==> src/rtl/mesi_coherence_ctrl.sv <==
// ---------------------------------------------------------------------------
// mesi_coherence_ctrl
//   Set-associative MESI cache-state controller driven by a command trace.
//   It keeps a tag and MESI state per way and a victim pointer per set.
//   Each accepted command is looked up, may issue one or two bus operations,
//   and finishes with a single resp_valid pulse.
//
// Ports
//   clk, rst          rising-edge clock, asynchronous active-low reset
//   cmd_valid/ready   trace command handshake (ready only while idle)
//   cmd_n             opcode: 0 rd, 1 wr, 2 ifetch, 3 L2 inval, 4 snp rd,
//                     5 snp wr, 6 snp RWIM, 7 snp inval, 8 clear, 9 print
//   cmd_index/tag     set index and tag of the command
//   busop_valid/busop bus request (0 READ, 1 WRITE, 2 INVALIDATE, 3 RWIM),
//                     held until busop_ready
//   get_snoop         other caches' result, sampled at the bus handshake
//   resp_*            completion pulse with hit flag, way, final MESI state
//   snoop_resp        this cache's snoop result (0 NOHIT, 1 HIT, 2 HITM)
// ---------------------------------------------------------------------------
module mesi_coherence_ctrl #(
  parameter int SETS  = 16,
  parameter int WAYS  = 4,
  parameter int TAG_W = 12,
  parameter int IDX_W = $clog2(SETS)
) (
  input  logic                    clk,
  input  logic                    rst,
  input  logic                    cmd_valid,
  output logic                    cmd_ready,
  input  logic [3:0]              cmd_n,
  input  logic [IDX_W-1:0]        cmd_index,
  input  logic [TAG_W-1:0]        cmd_tag,
  output logic                    busop_valid,
  output logic [1:0]              busop,
  input  logic                    busop_ready,
  input  logic [1:0]              get_snoop,
  output logic [1:0]              snoop_resp,
  output logic                    resp_valid,
  output logic                    resp_hit,
  output logic [$clog2(WAYS)-1:0] resp_way,
  output logic [1:0]              resp_state
);

  localparam int WAY_W = $clog2(WAYS);

  typedef enum logic [2:0] {S_IDLE, S_LOOKUP, S_WB_REQ, S_BUS_REQ, S_UPDATE, S_CLEAR} fsm_t;
  typedef enum logic [1:0] {ST_I, ST_S, ST_E, ST_M} mesi_t;
  typedef enum logic [1:0] {SN_NOHIT, SN_HIT, SN_HITM} snp_t;
  typedef enum logic [1:0] {BUS_READ, BUS_WRITE, BUS_INVAL, BUS_RWIM} bus_t;
  typedef enum logic [3:0] {OP_RD, OP_WR, OP_IF, OP_L2INV, OP_SRD, OP_SWR,
                            OP_SRWIM, OP_SINV, OP_CLR} op_t;

  mesi_t            st_arr  [SETS][WAYS];
  logic [TAG_W-1:0] tag_arr [SETS][WAYS];
  logic [WAY_W-1:0] ptr_arr [SETS];

  fsm_t             fsm_q;
  logic [3:0]       op_q;
  logic [IDX_W-1:0] idx_q, clr_idx;
  logic [TAG_W-1:0] ctag_q;
  logic [WAY_W-1:0] way_q;
  mesi_t            new_st_q;
  logic             wr_q, adv_q, chain_q, fill_q, hit_q;
  bus_t             bus2_q;
  snp_t             snp_q;

  // Lookup results for the registered command
  logic             hit;
  logic [WAY_W-1:0] hit_way, vic_way;
  mesi_t            hit_st, vic_st, fill_st;

  // Decision taken in LOOKUP
  fsm_t             d_next;
  bus_t             d_busop, d_bus2;
  logic [WAY_W-1:0] d_way;
  mesi_t            d_st;
  logic             d_wr, d_adv, d_chain, d_fill, d_hit;
  snp_t             d_snp;

  // Scan from the top way down so the lowest matching / free way wins.
  always_comb begin
    // NOTE: every combinational output gets a default first, so no path can
    // leave it unassigned and infer a latch.
    hit     = 1'b0;
    hit_way = '0;
    hit_st  = ST_I;
    vic_way = ptr_arr[idx_q];
    for (int w = WAYS - 1; w >= 0; w--) begin
      if (st_arr[idx_q][w] != ST_I && tag_arr[idx_q][w] == ctag_q) begin
        hit     = 1'b1;
        hit_way = WAY_W'(w);
        hit_st  = st_arr[idx_q][w];
      end
      if (st_arr[idx_q][w] == ST_I) vic_way = WAY_W'(w);
    end
    vic_st = st_arr[idx_q][vic_way];
  end

  // A read fill becomes E only when no other cache holds the line.
  assign fill_st = fill_q ? ((get_snoop == SN_NOHIT) ? ST_E : ST_S) : new_st_q;

  always_comb begin
    d_next  = S_UPDATE;
    d_busop = BUS_READ;
    d_bus2  = BUS_READ;
    d_chain = 1'b0;
    d_way   = hit ? hit_way : '0;
    d_st    = hit ? hit_st : ST_I;
    d_wr    = 1'b0;
    d_adv   = 1'b0;
    d_fill  = 1'b0;
    d_hit   = hit;
    d_snp   = SN_NOHIT;
    case (op_q)
      OP_RD, OP_IF, OP_WR: begin
        if (!hit) begin
          d_way  = vic_way;
          d_adv  = (vic_st != ST_I);
          d_wr   = 1'b1;
          d_fill = (op_q != OP_WR);
          d_st   = (op_q == OP_WR) ? ST_M : ST_E;
          d_bus2 = (op_q == OP_WR) ? BUS_RWIM : BUS_READ;
          if (vic_st == ST_M) begin
            d_next  = S_WB_REQ;
            d_busop = BUS_WRITE;
            d_chain = 1'b1;
          end else begin
            d_next  = S_BUS_REQ;
            d_busop = d_bus2;
          end
        end else if (op_q == OP_WR) begin
          d_wr = 1'b1;
          d_st = ST_M;
          if (hit_st == ST_S) begin
            d_next  = S_BUS_REQ;
            d_busop = BUS_INVAL;
          end
        end
      end
      OP_L2INV: if (hit) begin
        d_wr = 1'b1;
        d_st = ST_I;
      end
      OP_SRD, OP_SRWIM: if (hit) begin
        d_wr  = 1'b1;
        d_st  = (op_q == OP_SRD) ? ST_S : ST_I;
        d_snp = SN_HIT;
        if (hit_st == ST_M) begin
          d_snp   = SN_HITM;
          d_next  = S_WB_REQ;
          d_busop = BUS_WRITE;
        end
      end
      OP_SINV: if (hit) begin
        d_snp = SN_HIT;
        if (hit_st == ST_S) begin
          d_wr = 1'b1;
          d_st = ST_I;
        end
      end
      OP_SWR: ;
      OP_CLR: begin
        d_next = S_CLEAR;
        d_hit  = 1'b0;
        d_way  = '0;
        d_st   = ST_I;
      end
      default: begin
        d_hit = 1'b0;
        d_way = '0;
        d_st  = ST_I;
      end
    endcase
  end

  // NOTE: all sequential state uses non-blocking assignments so every
  // register samples pre-edge values regardless of statement order.
  always_ff @(posedge clk or negedge rst) begin
    if (!rst) begin
      // NOTE: the tag/state/pointer arrays are reset too, because an
      // uninitialised state word would read as a valid line after reset.
      for (int s = 0; s < SETS; s++) begin
        ptr_arr[s] <= '0;
        for (int w = 0; w < WAYS; w++) begin
          st_arr[s][w]  <= ST_I;
          tag_arr[s][w] <= '0;
        end
      end
      fsm_q       <= S_IDLE;
      op_q        <= '0;
      idx_q       <= '0;
      ctag_q      <= '0;
      clr_idx     <= '0;
      way_q       <= '0;
      new_st_q    <= ST_I;
      wr_q        <= 1'b0;
      adv_q       <= 1'b0;
      chain_q     <= 1'b0;
      fill_q      <= 1'b0;
      hit_q       <= 1'b0;
      bus2_q      <= BUS_READ;
      snp_q       <= SN_NOHIT;
      cmd_ready   <= 1'b0;
      busop_valid <= 1'b0;
      busop       <= BUS_READ;
      resp_valid  <= 1'b0;
      resp_hit    <= 1'b0;
      resp_way    <= '0;
      resp_state  <= ST_I;
      snoop_resp  <= SN_NOHIT;
    end else begin
      resp_valid <= 1'b0;
      case (fsm_q)
        S_IDLE: begin
          cmd_ready <= 1'b1;
          if (cmd_valid && cmd_ready) begin
            op_q      <= cmd_n;
            idx_q     <= cmd_index;
            ctag_q    <= cmd_tag;
            cmd_ready <= 1'b0;
            fsm_q     <= S_LOOKUP;
          end
        end
        S_LOOKUP: begin
          way_q    <= d_way;
          new_st_q <= d_st;
          wr_q     <= d_wr;
          adv_q    <= d_adv;
          chain_q  <= d_chain;
          fill_q   <= d_fill;
          hit_q    <= d_hit;
          snp_q    <= d_snp;
          bus2_q   <= d_bus2;
          clr_idx  <= '0;
          fsm_q    <= d_next;
          if (d_next == S_WB_REQ || d_next == S_BUS_REQ) begin
            busop_valid <= 1'b1;
            busop       <= d_busop;
          end else if (d_next == S_UPDATE) begin
            resp_valid <= 1'b1;
            resp_hit   <= d_hit;
            resp_way   <= d_way;
            resp_state <= d_st;
            snoop_resp <= d_snp;
          end
        end
        S_WB_REQ: if (busop_ready) begin
          if (chain_q) begin
            busop <= bus2_q;
            fsm_q <= S_BUS_REQ;
          end else begin
            busop_valid <= 1'b0;
            fsm_q       <= S_UPDATE;
            resp_valid  <= 1'b1;
            resp_hit    <= hit_q;
            resp_way    <= way_q;
            resp_state  <= new_st_q;
            snoop_resp  <= snp_q;
          end
        end
        S_BUS_REQ: if (busop_ready) begin
          busop_valid <= 1'b0;
          new_st_q    <= fill_st;
          fsm_q       <= S_UPDATE;
          resp_valid  <= 1'b1;
          resp_hit    <= hit_q;
          resp_way    <= way_q;
          resp_state  <= fill_st;
          snoop_resp  <= snp_q;
        end
        S_UPDATE: begin
          if (wr_q) begin
            st_arr[idx_q][way_q]  <= new_st_q;
            tag_arr[idx_q][way_q] <= ctag_q;
          end
          if (adv_q)
            ptr_arr[idx_q] <= (ptr_arr[idx_q] == WAY_W'(WAYS - 1)) ? '0 : ptr_arr[idx_q] + 1'b1;
          cmd_ready <= 1'b1;
          fsm_q     <= S_IDLE;
        end
        S_CLEAR: begin
          ptr_arr[clr_idx] <= '0;
          for (int w = 0; w < WAYS; w++) st_arr[clr_idx][w] <= ST_I;
          if (clr_idx == IDX_W'(SETS - 1)) begin
            fsm_q      <= S_UPDATE;
            resp_valid <= 1'b1;
            resp_hit   <= 1'b0;
            resp_way   <= '0;
            resp_state <= ST_I;
            snoop_resp <= SN_NOHIT;
          end else begin
            clr_idx <= clr_idx + 1'b1;
          end
        end
        default: fsm_q <= S_IDLE;
      endcase
    end
  end

endmodule

==> config.mk <==
export PLATFORM = sky130hd
export DESIGN_NAME = mesi_coherence_ctrl
export DESIGN_NICKNAME = d
export VERILOG_FILES = /design/src/rtl/mesi_coherence_ctrl.sv
export SDC_FILE = /design/constraint.sdc
export NUM_CORES = 2
export LEC_CHECK = 0
export CORE_MARGIN = 2
export CORE_UTILIZATION = 55
export CTS_BUF_LIST = sky130_fd_sc_hd__clkbuf_4 sky130_fd_sc_hd__clkbuf_8
export CTS_CLUSTER_DIAMETER = 50
export CTS_CLUSTER_SIZE = 20
export DETAILED_ROUTE_END_ITERATION = 12
export PLACE_DENSITY = 0.74
export SLEW_MARGIN = 20
export SYNTH_ARGS = -nofsm -noshare
export SYNTH_HDL_FRONTEND = slang
export SYNTH_SLANG_ARGS = --single-unit
==> constraint.sdc <==
create_clock -name clk -period 5.61 [get_ports clk]
set_input_delay 1.122 -clock clk [delete_from_list [all_inputs] [get_ports clk]]
set_output_delay 1.122 -clock clk [all_outputs]
set_load 0.05 [all_outputs]
==> flow_metrics.env <==
export IMPL_first_global_vias=32500
export IMPL_critPathTopFamily="compound AO/OA/AOI/OAI gates"
export IMPL_floorplan_io_pins=38
export IMPL_clk_insertion_delay_late_ns=0.79
export IMPL_design_core_area_um2=82400
export IMPL_postCtsSetupBuffers=0
export IMPL_vias=32700
export IMPL_detail_route_wl_per_cell_um=25.5
export IMPL_synth_cell_area_um2=45900
export IMPL_num_rows=105
export IMPL_timing_critical_path_cells="buf_4, and2_1, a22oi_1, a21o_1, a2111oi_0, buf_4, a221o_1, or3b_4, nor3_1, a2111oi_0, o22ai_2, a21bo_4, o211a_1, o31a_1"
export IMPL_dp_hpwl_mm=82.0
export IMPL_netlist_instances=3973
export IMPL_route_antenna_remaining_nets=0
export IMPL_post_layout_instance_count_excluding_filler_cells=5098
export IMPL_max_clock_freq_ghz=0.191
export IMPL_ff2ff_path_depth=14
export IMPL_rsz_0062_raised_after_global_routing="false"
export IMPL_totalPowerFinal_uw=21300
export IMPL_worst_clock_skew_ns=0.0580
export IMPL_initial_utilization_pct=55.7
export IMPL_fillerInstances=6475
export IMPL_worst_path_max_delay_cell="dfrtp_4"
export IMPL_report_final_slew_viol_count=0
export IMPL_tritoncts="done"
export IMPL_worst_setup_path_start_kind="flop"
export IMPL_worst_setup_hold_path_clk_slew_ns=0.11
export IMPL_die_area_um2=85700
export IMPL_cts_hold_fix_buffers=0
export IMPL_layout_commonest_cell="dfrtp_1"
export IMPL_finalSetupViolCount=0
export IMPL_fp_dieW_um=293
export IMPL_critical_path_endpoint_type="flop"
export IMPL_final_period_utilization_pct=93.2
export IMPL_r2r_end="resp_state[1]$_DFFE_PN0P_"
export IMPL_cts_sinks=979
export IMPL_finalCoreUtilization_pct=60.8
export IMPL_worstPathArrival_ns=5.87
export IMPL_antenna_found_initial=1
export IMPL_p_r_area_growth_vs_syn_pct=9.18
export IMPL_port_buffers=37
export IMPL_netlist_cell_types=87
export IMPL_proportion_of_synthesized_flip_flops_having_asynchronous_set_or_reset_pct=100
export IMPL_grt_start_max_net_pins=120
export IMPL_postCtsResizedCells=0
export IMPL_die_h_um=293
export IMPL_drt_first_iter_violations=3651
export IMPL_dp_cells=4897
export IMPL_grt_overflow=0
export IMPL_headroom_to_the_max_slew_limit_pct=25.3
export IMPL_power_leakage_uw=0.0227
export IMPL_crit_path_max_fanout=21
export IMPL_drt_wl_total_mm=130
export IMPL_power_ir_vdd_worst_v=0.000346
export IMPL_r2r_start="idx_q[3]$_DFFE_PN0P_"
export IMPL_total_of_max_cap_violations=0
export IMPL_p_per_area_nw_per_um2=426
export IMPL_clock_tree_htree_level_count=3
export IMPL_drt_pre_antenna_iters=6
export IMPL_synth_edf_count=0
export IMPL_rrSetupSlack_ns=0.38
export IMPL_gpl_final_weighted_congestion=1.03
export IMPL_register_bit_total_from_synthesis=979
export IMPL_timing_hold_violations_final=0
export IMPL_tritoncts_buffers=105
export IMPL_avgViaCountPerCell=6.42
export IMPL_multiInputGateArea_um2=19700
export IMPL_route_detailed_drc=0
export IMPL_fraction_of_layout_cells_with_a_size_suffix_above_1_pct=23.9
export IMPL_yosys_warnings=0
export IMPL_worst_setup_path_type="reg2reg"
export IMPL_synthesized_netlist_net_count=4004
export IMPL_worstPathRequired_ns=6.26
export IMPL_timing_worst_slew_pin_value_ns=1.12
export IMPL_cts_root_buf="clkbuf_8"
export IMPL_final_min_clock_period_ns=5.23
export IMPL_grt_first_pass_wirelength_mm=200
export IMPL_cts_buffer_depth=3
export IMPL_run_status="finished clean"
export IMPL_layout_nets=3965
export IMPL_timing_critical_path_slowest_cell_delay_ns=0.64
export IMPL_seq_total_area_yosys_pct=53.4
export IMPL_register_area_um2=24500
export IMPL_postSynthAreaPerCell_um2=11.5
export IMPL_critPathBufInv=2
export IMPL_grt_util_all_layers_pct=30.8
export IMPL_most_common_layout_cells="dfrtp_1, nand2_1, o21ai_0, mux2_2, mux4_2"
export IMPL_synth_top_flop_cell="dfrtp_1"
export IMPL_timing_setup_tns_ns=0
export IMPL_holdCritPathClass="in2async"
export IMPL_critPathLaunch="idx_q[3]$_DFFE_PN0P_"
[flip-flops by register name (all words and copies together), names as in the netlist, 2 cells and up]
signal,flops
busop,2
ctag_q,12
clr_idx,4
new_st_q,2
ptr_arr,32
fsm_q,3
snp_q,2
op_q,4
resp_state,2
way_q,2
resp_way,2
idx_q,4
tag_arr,768
st_arr,128
snoop_resp,2
[power by group]
part	switching (uW)	leakage [uW]	internal [uW]	total (uW)
combinational	4650	0.00781	2670	7320
sequential	747	0.0136	7660	8410
clock	3120	0.00130	2450	5570
[synth_stat cells (all sizes together) (15+ instances only)]
master,number,share of area (%)
buf,85,1.4
nand2b,15,0.22
mux2,390,9.6
nand2,629,5.2
inv,23,0.19
nor2b,39,0.54
a22o,40,0.76
nand3,144,1.6
a22oi,59,0.97
nor2,91,0.77
nor3,17,0.19
a21oi,31,0.34
o21ai,594,6.5
mux4,172,8.4
dfrtp,979,53
mux2i,156,3.4
clkbuf,257,2.1
o22ai,23,0.35
xnor2,34,0.65
[layer usage]
layer	GRT usage [%]	up-vias	wire, um
met2	47.4	1678	59500
met5	0	-	47
met3	6.86	365	12100
li1	-	14200	-
met4	13.0	2	5850
met1	42.5	16500	52600
[how the worst max path moves through the flow]
stage,to,slack (ns),cells past startpoint
detailed placement,snoop_resp[0]$_DFFE_PN0P_,0.57,14
finish,resp_state[1]$_DFFE_PN0P_,0.38,14
global placement,snoop_resp[1]$_DFFE_PN0P_,0.72,14
global route,resp_state[1]$_DFFE_PN0P_,0.25,14
CTS,resp_state[1]$_DFFE_PN0P_,0.54,14
floorplan,resp_way[0]$_DFFE_PN0P_,1.61,15
[cell type report]
cell class / instances / share of cell area (%)
flip-flops and latches: 979 / 49.0
multi-input cells: 2625 / 39.3
repair buffers: 196 / 3.58
clock buffers: 111 / 3.03
well taps: 1070 / 2.67
clock inverters: 88 / 2.21
inverters: 27 / 0.202
diodes: 2 / 0.0100
[cells by family (layout without fill, tap and decap cells)]
| kind of cell | Yosys count | count (layout) | share of synthesized area, % |
|---|---|---|---|
| other cells | 0 | 2 | 0 |
| buf+inv | 369 | 422 | 3.72 |
| flops | 979 | 979 | 53.4 |
| simple gates | 1005 | 1005 | 9.55 |
| xor+xnor | 43 | 43 | 0.821 |
| compound gates | 854 | 854 | 10.9 |
| mux | 718 | 718 | 21.5 |
| fa+ha+maj | 5 | 5 | 0.136 |
[through the flow]
stage	hold WS [ns]	cell area (um^2)	setup WS (ns)
floorplan	0.439	45900	1.61
global placement	0.455	47400	0.717
detailed placement	0.460	47400	0.574
CTS	0.398	50000	0.540
global route	0.453	50100	0.253
finish	0.412	50100	0.382
No activity file was read; power rests on OpenSTA's default activity.
